<file path="src/rtl/id_ex_pipe_reg_if.sv">
// ID/EX pipeline register bus: decode-side inputs and execute-side registered outputs.
interface id_ex_pipe_reg_if #(
  parameter int unsigned NB_DATA       = 32,
  parameter int unsigned NB_REG        = 5,
  parameter int unsigned NB_FUNCTION   = 6,
  parameter int unsigned NB_ALU_OP     = 3,
  parameter int unsigned NB_REG_DST    = 2,
  parameter int unsigned NB_BUBBLE_CNT = 16
);
  // Sequencing / hazard controls
  logic                     i_enable;
  logic                     i_bubble;
  logic                     i_flush;
  logic                     i_valid;
  // Decode-stage payload
  logic [NB_DATA-1:0]       i_pc_plus4;
  logic [NB_DATA-1:0]       i_rs_data;
  logic [NB_DATA-1:0]       i_rt_data;
  logic [NB_DATA-1:0]       i_imm;
  logic [NB_REG-1:0]        i_rs;
  logic [NB_REG-1:0]        i_rt;
  logic [NB_REG-1:0]        i_rd;
  logic [NB_REG-1:0]        i_shamt;
  logic [NB_FUNCTION-1:0]   i_function;
  logic [NB_ALU_OP-1:0]     i_alu_op;
  logic                     i_alu_src;
  logic                     i_mem_read;
  logic                     i_mem_write;
  logic                     i_reg_write;
  logic                     i_mem_to_reg;
  logic                     i_jal;
  logic [NB_REG_DST-1:0]    i_reg_dst;
  // Execute-stage registered copies
  logic [NB_DATA-1:0]       o_pc_plus4;
  logic [NB_DATA-1:0]       o_rs_data;
  logic [NB_DATA-1:0]       o_rt_data;
  logic [NB_DATA-1:0]       o_imm;
  logic [NB_REG-1:0]        o_rs;
  logic [NB_REG-1:0]        o_rt;
  logic [NB_REG-1:0]        o_rd;
  logic [NB_REG-1:0]        o_shamt;
  logic [NB_FUNCTION-1:0]   o_function;
  logic [NB_ALU_OP-1:0]     o_alu_op;
  logic                     o_alu_src;
  logic                     o_mem_read;
  logic                     o_mem_write;
  logic                     o_reg_write;
  logic                     o_mem_to_reg;
  logic                     o_jal;
  logic [NB_REG_DST-1:0]    o_reg_dst;
  logic                     o_valid;
  logic [NB_BUBBLE_CNT-1:0] o_bubble_count;

  // Decode side: drives the payload, observes the registered stage
  modport master (
    output i_enable, i_bubble, i_flush, i_valid,
           i_pc_plus4, i_rs_data, i_rt_data, i_imm,
           i_rs, i_rt, i_rd, i_shamt, i_function, i_alu_op,
           i_alu_src, i_mem_read, i_mem_write, i_reg_write, i_mem_to_reg, i_jal,
           i_reg_dst,
    input  o_pc_plus4, o_rs_data, o_rt_data, o_imm,
           o_rs, o_rt, o_rd, o_shamt, o_function, o_alu_op,
           o_alu_src, o_mem_read, o_mem_write, o_reg_write, o_mem_to_reg, o_jal,
           o_reg_dst, o_valid, o_bubble_count
  );

  // Pipeline register side
  modport slave (
    input  i_enable, i_bubble, i_flush, i_valid,
           i_pc_plus4, i_rs_data, i_rt_data, i_imm,
           i_rs, i_rt, i_rd, i_shamt, i_function, i_alu_op,
           i_alu_src, i_mem_read, i_mem_write, i_reg_write, i_mem_to_reg, i_jal,
           i_reg_dst,
    output o_pc_plus4, o_rs_data, o_rt_data, o_imm,
           o_rs, o_rt, o_rd, o_shamt, o_function, o_alu_op,
           o_alu_src, o_mem_read, o_mem_write, o_reg_write, o_mem_to_reg, o_jal,
           o_reg_dst, o_valid, o_bubble_count
  );
endinterface

</file>
<file path="src/rtl/id_ex_pipe_reg.sv">
// ID/EX pipeline register with debug freeze, NOP injection on bubble/flush,
// and a saturating count of injected NOPs.
module id_ex_pipe_reg #(
  parameter int unsigned NB_DATA       = 32,
  parameter int unsigned NB_REG        = 5,
  parameter int unsigned NB_FUNCTION   = 6,
  parameter int unsigned NB_ALU_OP     = 3,
  parameter int unsigned NB_REG_DST    = 2,
  parameter int unsigned NB_BUBBLE_CNT = 16
) (
  input  logic           i_clock,
  input  logic           i_reset,
  id_ex_pipe_reg_if.slave bus
);

  typedef struct packed {
    logic [NB_DATA-1:0]     pc_plus4;
    logic [NB_DATA-1:0]     rs_data;
    logic [NB_DATA-1:0]     rt_data;
    logic [NB_DATA-1:0]     imm;
    logic [NB_REG-1:0]      rs;
    logic [NB_REG-1:0]      rt;
    logic [NB_REG-1:0]      rd;
    logic [NB_REG-1:0]      shamt;
    logic [NB_FUNCTION-1:0] funct;
    logic [NB_ALU_OP-1:0]   alu_op;
    logic                   alu_src;
    logic                   mem_read;
    logic                   mem_write;
    logic                   reg_write;
    logic                   mem_to_reg;
    logic                   jal;
    logic [NB_REG_DST-1:0]  reg_dst;
  } payload_t;

  localparam logic [NB_BUBBLE_CNT-1:0] CNT_MAX = '1;

  payload_t                 payload_d;
  payload_t                 payload_q;
  logic                     valid_q;
  logic [NB_BUBBLE_CNT-1:0] bubble_cnt_q;
  logic                     nop_c;

  // Gather decode fields into one payload word
  always_comb begin
    payload_d            = '0;
    payload_d.pc_plus4   = bus.i_pc_plus4;
    payload_d.rs_data    = bus.i_rs_data;
    payload_d.rt_data    = bus.i_rt_data;
    payload_d.imm        = bus.i_imm;
    payload_d.rs         = bus.i_rs;
    payload_d.rt         = bus.i_rt;
    payload_d.rd         = bus.i_rd;
    payload_d.shamt      = bus.i_shamt;
    payload_d.funct      = bus.i_function;
    payload_d.alu_op     = bus.i_alu_op;
    payload_d.alu_src    = bus.i_alu_src;
    payload_d.mem_read   = bus.i_mem_read;
    payload_d.mem_write  = bus.i_mem_write;
    payload_d.reg_write  = bus.i_reg_write;
    payload_d.mem_to_reg = bus.i_mem_to_reg;
    payload_d.jal        = bus.i_jal;
    payload_d.reg_dst    = bus.i_reg_dst;
  end

  // Flush and bubble both collapse into a single NOP per edge
  assign nop_c = bus.i_flush | bus.i_bubble;

  // Stage register: freeze when disabled, NOP on hazard, otherwise capture
  always_ff @(posedge i_clock or negedge i_reset) begin
    if (!i_reset) begin
      payload_q    <= '0;
      valid_q      <= 1'b0;
      bubble_cnt_q <= '0;
    end else if (bus.i_enable) begin
      if (nop_c) begin
        payload_q <= '0;
        valid_q   <= 1'b0;
        if (bubble_cnt_q != CNT_MAX) begin
          bubble_cnt_q <= bubble_cnt_q + NB_BUBBLE_CNT'(1);
        end
      end else begin
        payload_q <= payload_d;
        valid_q   <= bus.i_valid;
      end
    end
  end

  // Outputs are straight flop copies
  assign bus.o_pc_plus4     = payload_q.pc_plus4;
  assign bus.o_rs_data      = payload_q.rs_data;
  assign bus.o_rt_data      = payload_q.rt_data;
  assign bus.o_imm          = payload_q.imm;
  assign bus.o_rs           = payload_q.rs;
  assign bus.o_rt           = payload_q.rt;
  assign bus.o_rd           = payload_q.rd;
  assign bus.o_shamt        = payload_q.shamt;
  assign bus.o_function     = payload_q.funct;
  assign bus.o_alu_op       = payload_q.alu_op;
  assign bus.o_alu_src      = payload_q.alu_src;
  assign bus.o_mem_read     = payload_q.mem_read;
  assign bus.o_mem_write    = payload_q.mem_write;
  assign bus.o_reg_write    = payload_q.reg_write;
  assign bus.o_mem_to_reg   = payload_q.mem_to_reg;
  assign bus.o_jal          = payload_q.jal;
  assign bus.o_reg_dst      = payload_q.reg_dst;
  assign bus.o_valid        = valid_q;
  assign bus.o_bubble_count = bubble_cnt_q;

endmodule

</file>
<file path="src/flat_wrapper.sv">
// flat-port wrapper written by rule: the top's interface ports become plain ports
module id_ex_pipe_reg_flat 
#(
  parameter int unsigned NB_DATA       = 32,
  parameter int unsigned NB_REG        = 5,
  parameter int unsigned NB_FUNCTION   = 6,
  parameter int unsigned NB_ALU_OP     = 3,
  parameter int unsigned NB_REG_DST    = 2,
  parameter int unsigned NB_BUBBLE_CNT = 16
)
  (i_clock, i_reset, bus_i_enable, bus_i_bubble, bus_i_flush, bus_i_valid, bus_i_pc_plus4, bus_i_rs_data, bus_i_rt_data, bus_i_imm, bus_i_rs, bus_i_rt, bus_i_rd, bus_i_shamt, bus_i_function, bus_i_alu_op, bus_i_alu_src, bus_i_mem_read, bus_i_mem_write, bus_i_reg_write, bus_i_mem_to_reg, bus_i_jal, bus_i_reg_dst, bus_o_pc_plus4, bus_o_rs_data, bus_o_rt_data, bus_o_imm, bus_o_rs, bus_o_rt, bus_o_rd, bus_o_shamt, bus_o_function, bus_o_alu_op, bus_o_alu_src, bus_o_mem_read, bus_o_mem_write, bus_o_reg_write, bus_o_mem_to_reg, bus_o_jal, bus_o_reg_dst, bus_o_valid, bus_o_bubble_count);
  id_ex_pipe_reg_if #(.NB_DATA(NB_DATA), .NB_REG(NB_REG), .NB_FUNCTION(NB_FUNCTION), .NB_ALU_OP(NB_ALU_OP), .NB_REG_DST(NB_REG_DST), .NB_BUBBLE_CNT(NB_BUBBLE_CNT)) bus_i ();
  input  logic i_clock;
  input  logic i_reset;
  input wire logic [$bits(bus_i.i_enable)-1:0] bus_i_enable;
  input wire logic [$bits(bus_i.i_bubble)-1:0] bus_i_bubble;
  input wire logic [$bits(bus_i.i_flush)-1:0] bus_i_flush;
  input wire logic [$bits(bus_i.i_valid)-1:0] bus_i_valid;
  input wire logic [$bits(bus_i.i_pc_plus4)-1:0] bus_i_pc_plus4;
  input wire logic [$bits(bus_i.i_rs_data)-1:0] bus_i_rs_data;
  input wire logic [$bits(bus_i.i_rt_data)-1:0] bus_i_rt_data;
  input wire logic [$bits(bus_i.i_imm)-1:0] bus_i_imm;
  input wire logic [$bits(bus_i.i_rs)-1:0] bus_i_rs;
  input wire logic [$bits(bus_i.i_rt)-1:0] bus_i_rt;
  input wire logic [$bits(bus_i.i_rd)-1:0] bus_i_rd;
  input wire logic [$bits(bus_i.i_shamt)-1:0] bus_i_shamt;
  input wire logic [$bits(bus_i.i_function)-1:0] bus_i_function;
  input wire logic [$bits(bus_i.i_alu_op)-1:0] bus_i_alu_op;
  input wire logic [$bits(bus_i.i_alu_src)-1:0] bus_i_alu_src;
  input wire logic [$bits(bus_i.i_mem_read)-1:0] bus_i_mem_read;
  input wire logic [$bits(bus_i.i_mem_write)-1:0] bus_i_mem_write;
  input wire logic [$bits(bus_i.i_reg_write)-1:0] bus_i_reg_write;
  input wire logic [$bits(bus_i.i_mem_to_reg)-1:0] bus_i_mem_to_reg;
  input wire logic [$bits(bus_i.i_jal)-1:0] bus_i_jal;
  input wire logic [$bits(bus_i.i_reg_dst)-1:0] bus_i_reg_dst;
  output wire logic [$bits(bus_i.o_pc_plus4)-1:0] bus_o_pc_plus4;
  output wire logic [$bits(bus_i.o_rs_data)-1:0] bus_o_rs_data;
  output wire logic [$bits(bus_i.o_rt_data)-1:0] bus_o_rt_data;
  output wire logic [$bits(bus_i.o_imm)-1:0] bus_o_imm;
  output wire logic [$bits(bus_i.o_rs)-1:0] bus_o_rs;
  output wire logic [$bits(bus_i.o_rt)-1:0] bus_o_rt;
  output wire logic [$bits(bus_i.o_rd)-1:0] bus_o_rd;
  output wire logic [$bits(bus_i.o_shamt)-1:0] bus_o_shamt;
  output wire logic [$bits(bus_i.o_function)-1:0] bus_o_function;
  output wire logic [$bits(bus_i.o_alu_op)-1:0] bus_o_alu_op;
  output wire logic [$bits(bus_i.o_alu_src)-1:0] bus_o_alu_src;
  output wire logic [$bits(bus_i.o_mem_read)-1:0] bus_o_mem_read;
  output wire logic [$bits(bus_i.o_mem_write)-1:0] bus_o_mem_write;
  output wire logic [$bits(bus_i.o_reg_write)-1:0] bus_o_reg_write;
  output wire logic [$bits(bus_i.o_mem_to_reg)-1:0] bus_o_mem_to_reg;
  output wire logic [$bits(bus_i.o_jal)-1:0] bus_o_jal;
  output wire logic [$bits(bus_i.o_reg_dst)-1:0] bus_o_reg_dst;
  output wire logic [$bits(bus_i.o_valid)-1:0] bus_o_valid;
  output wire logic [$bits(bus_i.o_bubble_count)-1:0] bus_o_bubble_count;
  assign bus_i.i_enable = bus_i_enable;
  assign bus_i.i_bubble = bus_i_bubble;
  assign bus_i.i_flush = bus_i_flush;
  assign bus_i.i_valid = bus_i_valid;
  assign bus_i.i_pc_plus4 = bus_i_pc_plus4;
  assign bus_i.i_rs_data = bus_i_rs_data;
  assign bus_i.i_rt_data = bus_i_rt_data;
  assign bus_i.i_imm = bus_i_imm;
  assign bus_i.i_rs = bus_i_rs;
  assign bus_i.i_rt = bus_i_rt;
  assign bus_i.i_rd = bus_i_rd;
  assign bus_i.i_shamt = bus_i_shamt;
  assign bus_i.i_function = bus_i_function;
  assign bus_i.i_alu_op = bus_i_alu_op;
  assign bus_i.i_alu_src = bus_i_alu_src;
  assign bus_i.i_mem_read = bus_i_mem_read;
  assign bus_i.i_mem_write = bus_i_mem_write;
  assign bus_i.i_reg_write = bus_i_reg_write;
  assign bus_i.i_mem_to_reg = bus_i_mem_to_reg;
  assign bus_i.i_jal = bus_i_jal;
  assign bus_i.i_reg_dst = bus_i_reg_dst;
  assign bus_o_pc_plus4 = bus_i.o_pc_plus4;
  assign bus_o_rs_data = bus_i.o_rs_data;
  assign bus_o_rt_data = bus_i.o_rt_data;
  assign bus_o_imm = bus_i.o_imm;
  assign bus_o_rs = bus_i.o_rs;
  assign bus_o_rt = bus_i.o_rt;
  assign bus_o_rd = bus_i.o_rd;
  assign bus_o_shamt = bus_i.o_shamt;
  assign bus_o_function = bus_i.o_function;
  assign bus_o_alu_op = bus_i.o_alu_op;
  assign bus_o_alu_src = bus_i.o_alu_src;
  assign bus_o_mem_read = bus_i.o_mem_read;
  assign bus_o_mem_write = bus_i.o_mem_write;
  assign bus_o_reg_write = bus_i.o_reg_write;
  assign bus_o_mem_to_reg = bus_i.o_mem_to_reg;
  assign bus_o_jal = bus_i.o_jal;
  assign bus_o_reg_dst = bus_i.o_reg_dst;
  assign bus_o_valid = bus_i.o_valid;
  assign bus_o_bubble_count = bus_i.o_bubble_count;
  id_ex_pipe_reg #(.NB_DATA(NB_DATA), .NB_REG(NB_REG), .NB_FUNCTION(NB_FUNCTION), .NB_ALU_OP(NB_ALU_OP), .NB_REG_DST(NB_REG_DST), .NB_BUBBLE_CNT(NB_BUBBLE_CNT)) u_core (.i_clock(i_clock), .i_reset(i_reset), .bus(bus_i));
endmodule
</file>
<file path="config.mk">
export PLATFORM = sky130hd
export DESIGN_NAME = id_ex_pipe_reg_flat
export DESIGN_NICKNAME = d
export VERILOG_FILES = /design/src/rtl/id_ex_pipe_reg_if.sv /design/src/rtl/id_ex_pipe_reg.sv /design/src/flat_wrapper.sv
export SDC_FILE = /design/constraint.sdc
export NUM_CORES = 1
export LEC_CHECK = 0
export BUFFER_PORTS_ARGS = -buffer_cell sky130_fd_sc_hd__buf_2
export CAP_MARGIN = 20
export CORE_UTILIZATION = 35
export CTS_BUF_LIST = sky130_fd_sc_hd__clkbuf_2
export CTS_CLUSTER_DIAMETER = 50
export DETAILED_ROUTE_END_ITERATION = 6
export PLACE_DENSITY = 0.68
export SYNTH_ARGS = -nofsm -noshare
export SYNTH_HDL_FRONTEND = slang
export SYNTH_SLANG_ARGS = --single-unit
</file>
<file path="constraint.sdc">
create_clock -name i_clock -period 1.7 [get_ports i_clock]
set_input_delay 0.085 -clock i_clock [delete_from_list [all_inputs] [get_ports i_clock]]
set_output_delay 0.085 -clock i_clock [all_outputs]
set_load 0.05 [all_outputs]
</file>
==> impl_summary.log, run 1 <==
INFO  metric status = did not finish
INFO  metric stop_stage = 4_1_cts
INFO  metric error_message = [ERROR RSZ-0060] Max buffer count reached.
INFO  metric post_syn_nets = 947
INFO  metric die_y = 145 um
INFO  metric cts.repair.resized = 1
INFO  metric port_buffers = 352
INFO  metric fp-row-count = 52
INFO  metric clock_tree.root_cell = clkbuf_2
INFO  metric yosysWarningCount = 0
INFO  metric detailed_place_hpwl = 14200 um
INFO  metric cts_hold_buffers = 285
INFO  metric cts.sinks = 182
INFO  metric synth_largest_type_area_fraction = 63.2%
INFO  metric synth_enable_flop_cells = 0
INFO  metric synthCells = 775
INFO  metric routability_congestion_estimate_from_global_placement = 0.849
INFO  metric cts_inserted_buffers = 17
INFO  metric synth.ff_latch_count = 182
INFO  metric synth_top_flop_cell = dfrtp_1
INFO  metric cts.htree.levels = 4
INFO  metric netlist_top_cells_area = dfrtp_1 63%, o21ai_0 11%, nand2_1 9.0%
INFO  metric ys_types = 28
INFO  metric die_w = 145 um
INFO  metric mappedNetlistArea = 0.00721 mm^2
INFO  metric post_synth_top_area_cell = dfrtp_1
INFO  metric post_cts.repair.setup_buffers = 0
INFO  metric portion_of_the_post_synthesis_area_used_by_sequential_elements = 63.2%
INFO  metric floorplan.initialDensity = 35.6%
INFO  metric clock_tree.buffer_depth = 2
INFO  metric async_reset_ff_share = 100%
INFO  metric synth_area_per_cell = 9.30 um^2
INFO  metric pin_count = 353
## cells by family after synthesis
kind of cell | synth area share [%]
buffers and inverters | 10.8
XOR/XNOR | 1.82
AND/OR/NAND/NOR | 12.2
multiplexers | 0.156
AO/OA/AOI/OAI | 11.6
adder cells (fa/ha/maj) | 0.174
flip-flops | 63.2
## stage by stage
| stage | cells | setup slack [ns] | area, um^2 | hold slack, ns |
|---|---|---|---|---|
| 2_1_floorplan | 775 | 0.00667 | 7240 | -0.211 |
| 3_3_place_gp | 1378 | 0.193 | 9440 | 0.0568 |
| 3_5_place_dp | 1378 | 0.111 | 9440 | 0.0577 |
## cells in the mapped netlist, types with 2 or more instances
cell type / instances
dfrtp_1: 182
nand2_1: 173
inv_1: 166
o21ai_0: 163
clkbuf_1: 24
buf_2: 12
xor2_1: 12
nand4_1: 6
nand3_1: 4
nor2_1: 4
nor3_1: 3
nor3_2: 3
o21ai_1: 3
xnor2_1: 3
and3_1: 2
nor3b_1: 2
nor4_1: 2
==> run 2, diff against run 1 <==
- CORE_UTILIZATION: 35 -> 20
- CTS_BUF_LIST: sky130_fd_sc_hd__clkbuf_2 -> default
- CTS_CLUSTER_DIAMETER: 50 -> default
- PLACE_DENSITY: 0.68 -> default
- PLACE_DENSITY_LB_ADDON: default -> 0.15
==> run 2 against run 1 <==
Effect of this change:
- the flow now finishes without violations
- synthesized cell count stayed put
- area after synthesis unchanged
==> impl_summary.log, run 2 <==
INFO  metric irDropWorstVdd = 0.695 mV
INFO  metric cts_inserted_buffers = 17 (unchanged)
INFO  metric portion_of_the_post_synthesis_area_used_by_sequential_elements = 63.2% (unchanged)
INFO  metric ys_types = 28 (unchanged)
INFO  metric antenna_found_initial = 0
INFO  metric clock_tree.buffer_depth = 2 (unchanged)
INFO  metric synth_area_per_cell = 9.30 um^2 (unchanged)
INFO  metric synthMostInstantiatedCell = dfrtp_1
INFO  metric worst_slew_margin_relative_to_its_limit = 69.6%
INFO  metric worstSkewPairLatency = 0.44 ns
INFO  metric cts.htree.levels = 4 (unchanged)
INFO  metric timing.critical_path.cells = nand4_1, nor4_4, nor2_1, mux2_1
INFO  metric first_iter_violations = 168
INFO  metric routed_wirelength = 23100 um
INFO  metric wire_per_inst = 13.1 um
INFO  metric layout_worst_path_cycle_share = 91.1%
INFO  metric synth_enable_flop_cells = 0 (unchanged)
INFO  metric synth.ff_latch_count = 182 (unchanged)
INFO  metric multi_input_comb_area = 0.00189 mm^2
INFO  metric worst_clock_skew = 0.00763 ns
INFO  metric clock_tree.root_cell = clkbuf_16
INFO  metric synthTopCellsByCount = 182 x dfrtp_1, 173 x nand2_1, 166 x inv_1, 163 x o21ai_0, 24 x clkbuf_1
INFO  metric mappedNetlistArea = 0.00721 mm^2 (unchanged)
INFO  metric die_area = 0.0368 mm^2
INFO  metric post_route_cells_drive_above_1_share = 32.6%
INFO  metric power_leakage = 0.00596 uW
INFO  metric most_frequent_cells_in_the_layout = 350 x buf_2, 173 x nand2_1, 167 x dlygate4sd3_1
INFO  metric drt_drc_violations_left = 0
INFO  metric die_w = 192 um (+32%)
INFO  metric num_antenna_cells = 0
INFO  metric post_synth_top_area_cell = dfrtp_1
INFO  metric final_net_count = 1465
INFO  metric vias_per_cell = 3.78
INFO  metric post_cts.repair.setup_buffers = 0 (unchanged)
INFO  metric clk_pin_slew = 0.08 ns
INFO  metric finalSetupViolCount = 0
INFO  metric yosysWarningCount = 0 (unchanged)
INFO  metric layout.area.seq = 0.00457 mm^2
INFO  metric worst_setup_path_end_kind = register
INFO  metric startpoint_type = register
INFO  metric grt_use_total = 12.4%
INFO  metric detailed_place_hpwl = 15900 um (+12%)
INFO  metric cts.sinks = 182 (unchanged)
INFO  metric grt_setup_unrepaired = no
INFO  metric drtAntennaViolNets = 0
INFO  metric port_buffers = 352 (unchanged)
INFO  metric detailedRoute.firstPassIterationCount = 4
INFO  metric fp-row-count = 69 (+33%)
INFO  metric floorplan.core_area = 0.0355 mm^2
INFO  metric pin_count = 353 (unchanged)
INFO  metric synth_top_flop_cell = dfrtp_1
INFO  metric timing.critical_path.arrival = 1.87 ns
INFO  metric cp_class = reg -> reg
INFO  metric cpLargestDelayFamily = simple AND/OR/NAND/NOR gates
INFO  metric worstPathRequired = 2.02 ns
INFO  metric powerDensity = 1000 mW/mm^2
INFO  metric critical-path-max-stage-delay = 0.40 ns
INFO  metric hp-class = in -> async
INFO  metric setup_total_negative_slack = 0 ns
INFO  metric netlist_top_cells_area = dfrtp_1 63%, o21ai_0 11%, nand2_1 9.0%
INFO  metric grt_pass1_wl = 35200 um
INFO  metric most_common_cell_after_layout_fill_and_taps_aside = buf_2
INFO  metric slew_violations = 0
INFO  metric maxCapViolCount = 0
INFO  metric routability_congestion_estimate_from_global_placement = 0.750 (-12%)
INFO  metric first_global_vias = 6850
INFO  metric worstPathMaxFanout = 4
INFO  metric synth_largest_type_area_fraction = 63.2% (unchanged)
INFO  metric critPathSlowestCell = dfrtp_2
INFO  metric post_syn_nets = 947 (unchanged)
INFO  metric async_reset_ff_share = 100% (unchanged)
INFO  metric filler_cell_count = 3753
INFO  metric largest_net_degree_at_the_start_of_global_routing = 97
INFO  metric synthCells = 775 (unchanged)
INFO  metric design_power_total = 12000 uW
INFO  metric area_growth_syn_to_layout = 66.4%
INFO  metric status = complete, no violations
INFO  metric die_y = 192 um (+32%)
INFO  metric maximum_frequency_from_static_timing_analysis = 646 MHz
INFO  metric critical_path_buf_inv_count = 0
INFO  metric hold_viol_final = 0
INFO  metric tritoncts = built
INFO  metric floorplan.initialDensity = 20.3% (-15 points)
INFO  metric detailroute.via_count = 6688
INFO  metric grt_overflow = 0
INFO  metric cts.repair.resized = 0 (-1)
INFO  metric worst_tran_pin_value = 0.456 ns
INFO  metric post-route-min-period = 1.55 ns
## run 2: final timing paths
check	end	from	slack [ns]	depth (start not counted)
worst max-delay path	u_core.bus.o_bubble_count[1]	u_core.bus.o_bubble_count[13]	0.15	4
worst min-delay path	u_core.bus.o_imm[0]	i_reset	0.17	2
worst max register to register	u_core.bus.o_bubble_count[1]	u_core.bus.o_bubble_count[13]	0.15	4
worst min register to register	u_core.bus.o_bubble_count[15]	u_core.bus.o_bubble_count[15]	0.49	1
max in group asynchronous	u_core.bus.o_pc_plus4[16]	i_reset	0.90	3
min in group i_clock	u_core.bus.o_rd[0]	bus_i_enable	0.17	3
## run 2: layer usage
metal / global-route usage [%] / wire length (um) / part of all wire (%)
met1: 14.5 / 9850 / 43
met2: 21.0 / 11100 / 48
met3: 4.55 / 1900 / 8.2
met4: 3.39 / 267 / 1.2
met5: 0 / 0 / 0
## run 2: through the flow
stage          instance area, um^2  util (%)  setup slack [ns]  std cells  hold slack, ns
5_1_grt                      12000      33.8            0.0324       1767           0.170
3_3_place_gp                  9670      27.3             0.172       1568           0.100
2_1_floorplan                 7240         -           0.00667        775          -0.211
6_report                     12000      33.8             0.151       1767           0.168
3_5_place_dp                  9670      27.3             0.149       1568          0.0971
4_1_cts                      12000      33.8             0.136       1767           0.146
## run 2: cells by family (layout without fill, tap and decap cells)
family | after synthesis | count (layout) | synth area share, %
xor+xnor | 15 | 15 | 1.82
simple gates | 206 | 206 | 12.2
flops | 182 | 182 | 63.2
buf+inv | 203 | 734 | 10.8
compound gates | 167 | 167 | 11.6
mux | 1 | 1 | 0.156
fa+ha+maj | 1 | 1 | 0.174
## run 2: layout make-up
| class | instances | area share (%) |
|---|---|---|
| Sequential cell | 182 | 38.2 |
| Timing Repair Buffer | 536 | 30.7 |
| Multi-Input combinational cell | 390 | 15.7 |
| Inverter | 166 | 5.20 |
| Tap cell | 461 | 4.81 |
| Clock buffer | 19 | 3.78 |
| Clock inverter | 13 | 1.60 |
## run 2: power breakdown
| group | switching (uW) | internal, uW |
|---|---|---|
| sequential | 265 | 4670 |
| clock | 1810 | 2560 |
| combinational | 1860 | 836 |
## run 2: timing repair
action | in CTS | in global routing
setup endpoints to repair | 0 | 0
hold buffers | 167 | 0
endpoints found under the hold margin | 210 | 0
(Power assumes the default switching activity.)
==> run 3, diff against run 2 <==
- REMOVE_ABC_BUFFERS: default -> 1
==> run 3 against run 2 <==
Effect of this change:
- combinational power grew 4%
- sequential share of layout area shrank 0.20 points
- design area is essentially flat
- first-iteration DRC count grew 45%
- global-route usage grew 0.35 points
- maximum frequency shrank 2.3%
- clock power shrank 6.9%
- total power shrank 2.1%
- setup slack lost 0.036 ns
==> impl_summary.log, run 3 (same netlist as run 2, synthesis figures left out) <==
INFO  metric area_growth_syn_to_layout = 66.5% (about the same)
INFO  metric floorplan.core_area = 0.0355 mm^2 (unchanged)
INFO  metric worst_setup_path_end_kind = register
INFO  metric first_iter_violations = 244 (+45%)
INFO  metric wire_per_inst = 13.2 um (+0.98%)
INFO  metric design_power_total = 11700 uW (-2.1%)
INFO  metric power_leakage = 0.00601 uW (+0.83%)
INFO  metric worstPathMaxFanout = 4 (unchanged)
INFO  metric worst_tran_pin_value = 0.371 ns (-0.0852 ns)
INFO  metric die_y = 192 um (unchanged)
INFO  metric whs = 0.0984 ns (-0.0692 ns)
INFO  metric grt_use_total = 12.7% (+0.35 points)
INFO  metric first_global_vias = 7008 (+2.3%)
INFO  metric detailed_place_hpwl = 16000 um (+0.39%)
INFO  metric slew_violations = 0 (unchanged)
INFO  metric worst_slew_margin_relative_to_its_limit = 75.3% (+5.7 points)
INFO  metric hold_viol_final = 0 (unchanged)
INFO  metric largest_net_degree_at_the_start_of_global_routing = 72 (-26%)
INFO  metric hp-class = in -> reg
INFO  metric vias_per_cell = 3.78 (-0.20%)
INFO  metric irDropWorstVdd = 0.672 mV (-3.4%)
INFO  metric worstSkewPairLatency = 0.43 ns (about the same)
INFO  metric maximum_frequency_from_static_timing_analysis = 631 MHz (-2.3%)
INFO  metric drtAntennaViolNets = 0 (unchanged)
INFO  metric routed_wirelength = 23500 um (+1.6%)
INFO  metric die_w = 192 um (unchanged)
INFO  metric routability_congestion_estimate_from_global_placement = 0.729 (-2.8%)
INFO  metric post_route_cells_drive_above_1_share = 31.8% (-0.86 points)
INFO  metric final_net_count = 1475 (+0.68%)
INFO  metric grt_pass1_wl = 36300 um (+3.2%)
INFO  metric maxCapViolCount = 0 (unchanged)
INFO  metric post-route-min-period = 1.58 ns (+0.0360 ns)
INFO  metric status = complete, no violations
INFO  metric most_frequent_cells_in_the_layout = 350 x buf_2, 182 x dfrtp_1, 173 x nand2_1
INFO  metric grt_overflow = 0 (unchanged)
INFO  metric cts_inserted_buffers = 17 (unchanged)
INFO  metric most_common_cell_after_layout_fill_and_taps_aside = buf_2
INFO  metric die_area = 0.0368 mm^2 (unchanged)
INFO  metric port_buffers = 352 (unchanged)
INFO  metric finish.utilization = 33.8% (about the same)
INFO  metric tritoncts = built
INFO  metric finalSetupViolCount = 0 (unchanged)
INFO  metric powerDensity = 979 mW/mm^2 (-2.2%)
INFO  metric detailroute.via_count = 6716 (+0.42%)
INFO  metric clock_tree.root_cell = clkbuf_16
INFO  metric timing.critical_path.arrival = 1.91 ns (+0.04 ns)
INFO  metric layout.area.seq = 0.00455 mm^2 (-0.44%)
INFO  metric filler_cell_count = 3740 (-0.35%)
INFO  metric clock_tree.buffer_depth = 2 (unchanged)
INFO  metric setup_total_negative_slack = 0 ns (unchanged)
INFO  metric cts.htree.levels = 4 (unchanged)
INFO  metric clk_pin_slew = 0.07 ns (about the same)
INFO  metric drt_drc_violations_left = 0 (unchanged)
INFO  metric antenna_found_initial = 2 (+2)
INFO  metric cp_class = reg -> reg
INFO  metric floorplan.initialDensity = 20.3% (unchanged)
INFO  metric cts.sinks = 182 (unchanged)
INFO  metric detailedRoute.firstPassIterationCount = 4 (unchanged)
INFO  metric multi_input_comb_area = 0.00189 mm^2 (+0.33%)
INFO  metric layout_worst_path_cycle_share = 93.2% (+2.1 points)
INFO  metric worstPathRequired = 2.02 ns (about the same)
INFO  metric fp-row-count = 69 (unchanged)
INFO  metric worst_clock_skew = 0.00962 ns (+0.00199 ns)
INFO  metric pin_count = 353 (unchanged)
INFO  metric startpoint_type = register
INFO  metric post_cts.repair.setup_buffers = 0 (unchanged)
-- run 3: final timing paths --
kind,start,endpoint,slack (ns),cells past startpoint
min in group asynchronous,i_reset,u_core.bus.o_rs_data[11],0.14,2
worst max register to register,u_core.bus.o_bubble_count[1],u_core.bus.o_bubble_count[1],0.12,5
worst max-delay path,u_core.bus.o_bubble_count[1],u_core.bus.o_bubble_count[1],0.12,5
worst min register to register,u_core.bus.o_rd[1],u_core.bus.o_rd[1],0.51,2
worst min-delay path,bus_i_enable,u_core.bus.o_alu_op[1],0.1,3
max in group asynchronous,i_reset,u_core.bus.o_pc_plus4[8],0.89,3
-- run 3: report_power, final --
part | internal (uW) | switching [uW]
Sequential | 4650 | 228
Combinational | 886 | 1910
Clock | 2230 | 1840
Total | 7760 | 3980
-- run 3: metal layers --
layer / part of all wire (%) / vias to the layer above / track usage (%)
li1: - / 3414 / -
met1: 42 / 3100 / 14.5
met2: 49 / 191 / 22.1
met3: 8.1 / 9 / 4.97
met4: 0.82 / 2 / 3.05
met5: 0.055 / - / 0
-- run 3: critical path, cell delays in order (launching register included) --
cell	delay [ns]
dfrtp_1	0.38
ha_1	0.19
nand3_1	0.14
nor4_4	0.31
nor2_1	0.13
mux2_1	0.32
-- run 3: final cells by class --
| class | instances | share of cell area (%) |
|---|---|---|
| diodes | 1 | 0.0209 |
| clock buffers | 19 | 3.69 |
| clock inverters | 13 | 1.19 |
| inverters | 166 | 5.19 |
| multi-input cells | 390 | 15.8 |
| flip-flops and latches | 182 | 38.0 |
| well taps | 461 | 4.81 |
| repair buffers | 546 | 31.4 |
-- run 3: repair_timing --
| item | CTS | global route |
|---|---|---|
| endpoints found under the setup margin | 0 | 7 |
| hold buffers | 169 | 0 |
| resized for setup | 0 | 6 |
| hold endpoints to repair | 325 | 0 |
-- run 3: metrics by stage --
step / area, um^2 / instances / worst slack (ns)
CTS: 12000 / 1776 / 0.127
finish: 12000 / 1778 / 0.115
global route: 12000 / 1777 / -0.0145
detailed placement: 9700 / 1575 / 0.135
floorplan: 7050 / 738 / -3.32
global placement: 9700 / 1575 / 0.126
==> run 4, diff against run 3 <==
- CORE_ASPECT_RATIO: default -> 0.6
==> run 4 against run 3 <==
Effect of this change:
- the run now ends with DRC, setup timing left
- worst hold slack better by 0.081 ns
- setup slack worse by 0.12 ns
- critical path type unchanged
- critical path depth is 1 lower
- via count is 0.54% higher
- core utilization hardly changed
- flip-flop and latch count stayed put
- clock power is 3% lower
==> impl_summary.log, run 4 (same netlist as run 2, synthesis figures left out) <==
INFO  metric worstPathMaxFanout = 5 (+1)
INFO  metric cts.htree.levels = 4 (unchanged)
INFO  metric worstRegToRegCells = 4 (-1)
INFO  metric clock_tree.buffer_depth = 2 (unchanged)
INFO  metric post_route_cells_drive_above_1_share = 31.7% (-0.084 points)
INFO  metric grt_overflow = 0 (unchanged)
INFO  metric worstPathRequired = 2.02 ns (about the same)
INFO  metric largest_net_degree_at_the_start_of_global_routing = 92 (+28%)
INFO  metric layout_worst_path_cycle_share = 100% (+7.2 points)
INFO  metric multi_input_comb_area = 0.00189 mm^2 (unchanged)
INFO  metric power_leakage = 0.00597 uW (-0.76%)
INFO  metric cts.sinks = 182 (unchanged)
INFO  metric port_buffers = 352 (unchanged)
INFO  metric finalSetupViolCount = 1 (+1)
INFO  metric clk_pin_slew = 0.07 ns (about the same)
INFO  metric tritoncts = built
INFO  metric setup_total_negative_slack = -0.00690 ns (-0.00690 ns)
INFO  metric status = finished, violations left
INFO  metric maxCapViolCount = 0 (unchanged)
INFO  metric die_y = 149 um (-22%)
INFO  metric finish.utilization = 33.8% (about the same)
INFO  metric fin_ws = -0.00690 ns (-0.122 ns)
INFO  metric slew_violations = 0 (unchanged)
INFO  metric fp-row-count = 53 (-23%)
INFO  metric detailed_place_hpwl = 16500 um (+3.5%)
INFO  metric layout.area.seq = 0.00456 mm^2 (about the same)
INFO  metric drtAntennaViolNets = 0 (unchanged)
INFO  metric detailedRoute.firstPassIterationCount = 7 (+3)
INFO  metric die_area = 0.0368 mm^2 (about the same)
INFO  metric hold_viol_final = 0 (unchanged)
INFO  metric first_global_vias = 6926 (-1.2%)
INFO  metric grt_pass1_wl = 38100 um (+5.0%)
INFO  metric worst_slew_margin_relative_to_its_limit = 63.8% (-11 points)
INFO  metric vias_per_cell = 3.80 (+0.54%)
INFO  metric cts_inserted_buffers = 17 (unchanged)
INFO  metric floorplan.initialDensity = 20.5% (+0.16 points)
INFO  metric pin_count = 353 (unchanged)
INFO  metric drt_drc_violations_left = 42 (+42)
INFO  metric worstSkewPairLatency = 0.43 ns (about the same)
INFO  metric die_w = 247 um (+29%)
INFO  metric filler_cell_count = 3722 (-0.48%)
INFO  metric worst_clock_skew = 0.00132 ns (-0.00830 ns)
INFO  metric area_growth_syn_to_layout = 65.3%
INFO  metric antenna_found_initial = 1 (-1)
INFO  metric cp_class = reg -> reg
INFO  metric timing.critical_path.arrival = 2.03 ns (+0.12 ns)
INFO  metric wire_per_inst = 13.7 um (+4.0%)
INFO  metric startpoint_type = register
INFO  metric final_net_count = 1470 (-0.34%)
INFO  metric detailroute.via_count = 6752 (+0.54%)
INFO  metric most_common_cell_after_layout_fill_and_taps_aside = buf_2
INFO  metric powerDensity = 971 mW/mm^2 (-0.82%)
INFO  metric worst_tran_pin_value = 0.543 ns (+0.172 ns)
INFO  metric clock_tree.root_cell = clkbuf_16
INFO  metric violations_in_the_final_reports = DRC, setup timing
INFO  metric grt_use_total = 13.4% (+0.72 points)
INFO  metric irDropWorstVdd = 0.666 mV (-0.86%)
INFO  metric routed_wirelength = 24400 um (+4.0%)
INFO  metric most_frequent_cells_in_the_layout = 350 x buf_2, 181 x dfrtp_1, 173 x nand2_1
INFO  metric post-route-min-period = 1.71 ns (+0.122 ns)
INFO  metric routability_congestion_estimate_from_global_placement = 0.735 (+0.82%)
INFO  metric first_iter_violations = 314 (+29%)
INFO  metric maximum_frequency_from_static_timing_analysis = 586 MHz (-7.1%)
INFO  metric hp-class = in -> async
INFO  metric worst_setup_path_end_kind = register
INFO  metric floorplan.core_area = 0.0352 mm^2 (-0.76%)
INFO  metric design_power_total = 11600 uW (-1.5%)
## run 4: critical path: stages, from the launching register on
cell and delay (ns):
dfrtp_1 0.43, nand4_1 0.26, nor4_4 0.43, nor2_1 0.13, mux2_1 0.34
## run 4: path summary, 6_finish.rpt
path	startpoint	end	slack [ns]
worst max register to register	u_core.bus.o_bubble_count[7]	u_core.bus.o_bubble_count[1]	-0.007
worst max-delay path	u_core.bus.o_bubble_count[7]	u_core.bus.o_bubble_count[1]	-0.007
worst min-delay path	i_reset	u_core.bus.o_rs_data[14]	0.18
min in group i_clock	bus_i_enable	u_core.bus.o_imm[10]	0.21
worst min register to register	u_core.bus.o_bubble_count[14]	u_core.bus.o_bubble_count[14]	0.50
max in group asynchronous	i_reset	u_core.bus.o_reg_write	0.79
## run 4: area by class of cell
| cell class | instances | share of cell area, % |
|---|---|---|
| flip-flops and latches | 182 | 38.2 |
| repair buffers | 541 | 31.0 |
| multi-input cells | 390 | 15.9 |
| inverters | 166 | 5.23 |
| well taps | 467 | 4.90 |
| clock buffers | 19 | 3.72 |
| clock inverters | 12 | 0.987 |
| diodes | 1 | 0.0210 |
## run 4: where the power goes
| group | switching, uW | internal (uW) | leakage (uW) |
|---|---|---|---|
| combinational | 1890 | 834 | 0.00325 |
| sequential | 257 | 4650 | 0.00244 |
| clock | 1860 | 2080 | 0.000275 |
## run 4: timing repair
action,4_1_cts,5_1_grt
endpoints found under the hold margin,212,0
hold buffers,167,0
endpoints found under the setup margin,0,8
gates resized for setup,0,5
buffers inserted,0,1
## run 4: metrics by stage
step | instances | worst slack (ns) | hold slack, ns | cell area [um^2]
floorplan | 738 | -3.32 | -0.211 | 7050
global placement | 1577 | 0.0946 | 0.106 | 9650
detailed placement | 1577 | 0.0942 | 0.113 | 9650
CTS | 1775 | 0.0801 | 0.182 | 11900
global route | 1778 | -0.0462 | 0.196 | 11900
finish | 1778 | -0.00690 | 0.179 | 11900
## run 4: per-layer routing
layer | share of wire, % | GRT usage [%] | wire length (um) | vias to the layer above
met3 | 8.0 | 4.86 | 1960 | 17
met4 | 1.1 | 3.40 | 261 | 0
li1 | - | - | - | 3409
met1 | 47 | 18.2 | 11500 | 3127
met5 | 0 | 0 | 0 | -
met2 | 44 | 20.1 | 10700 | 199
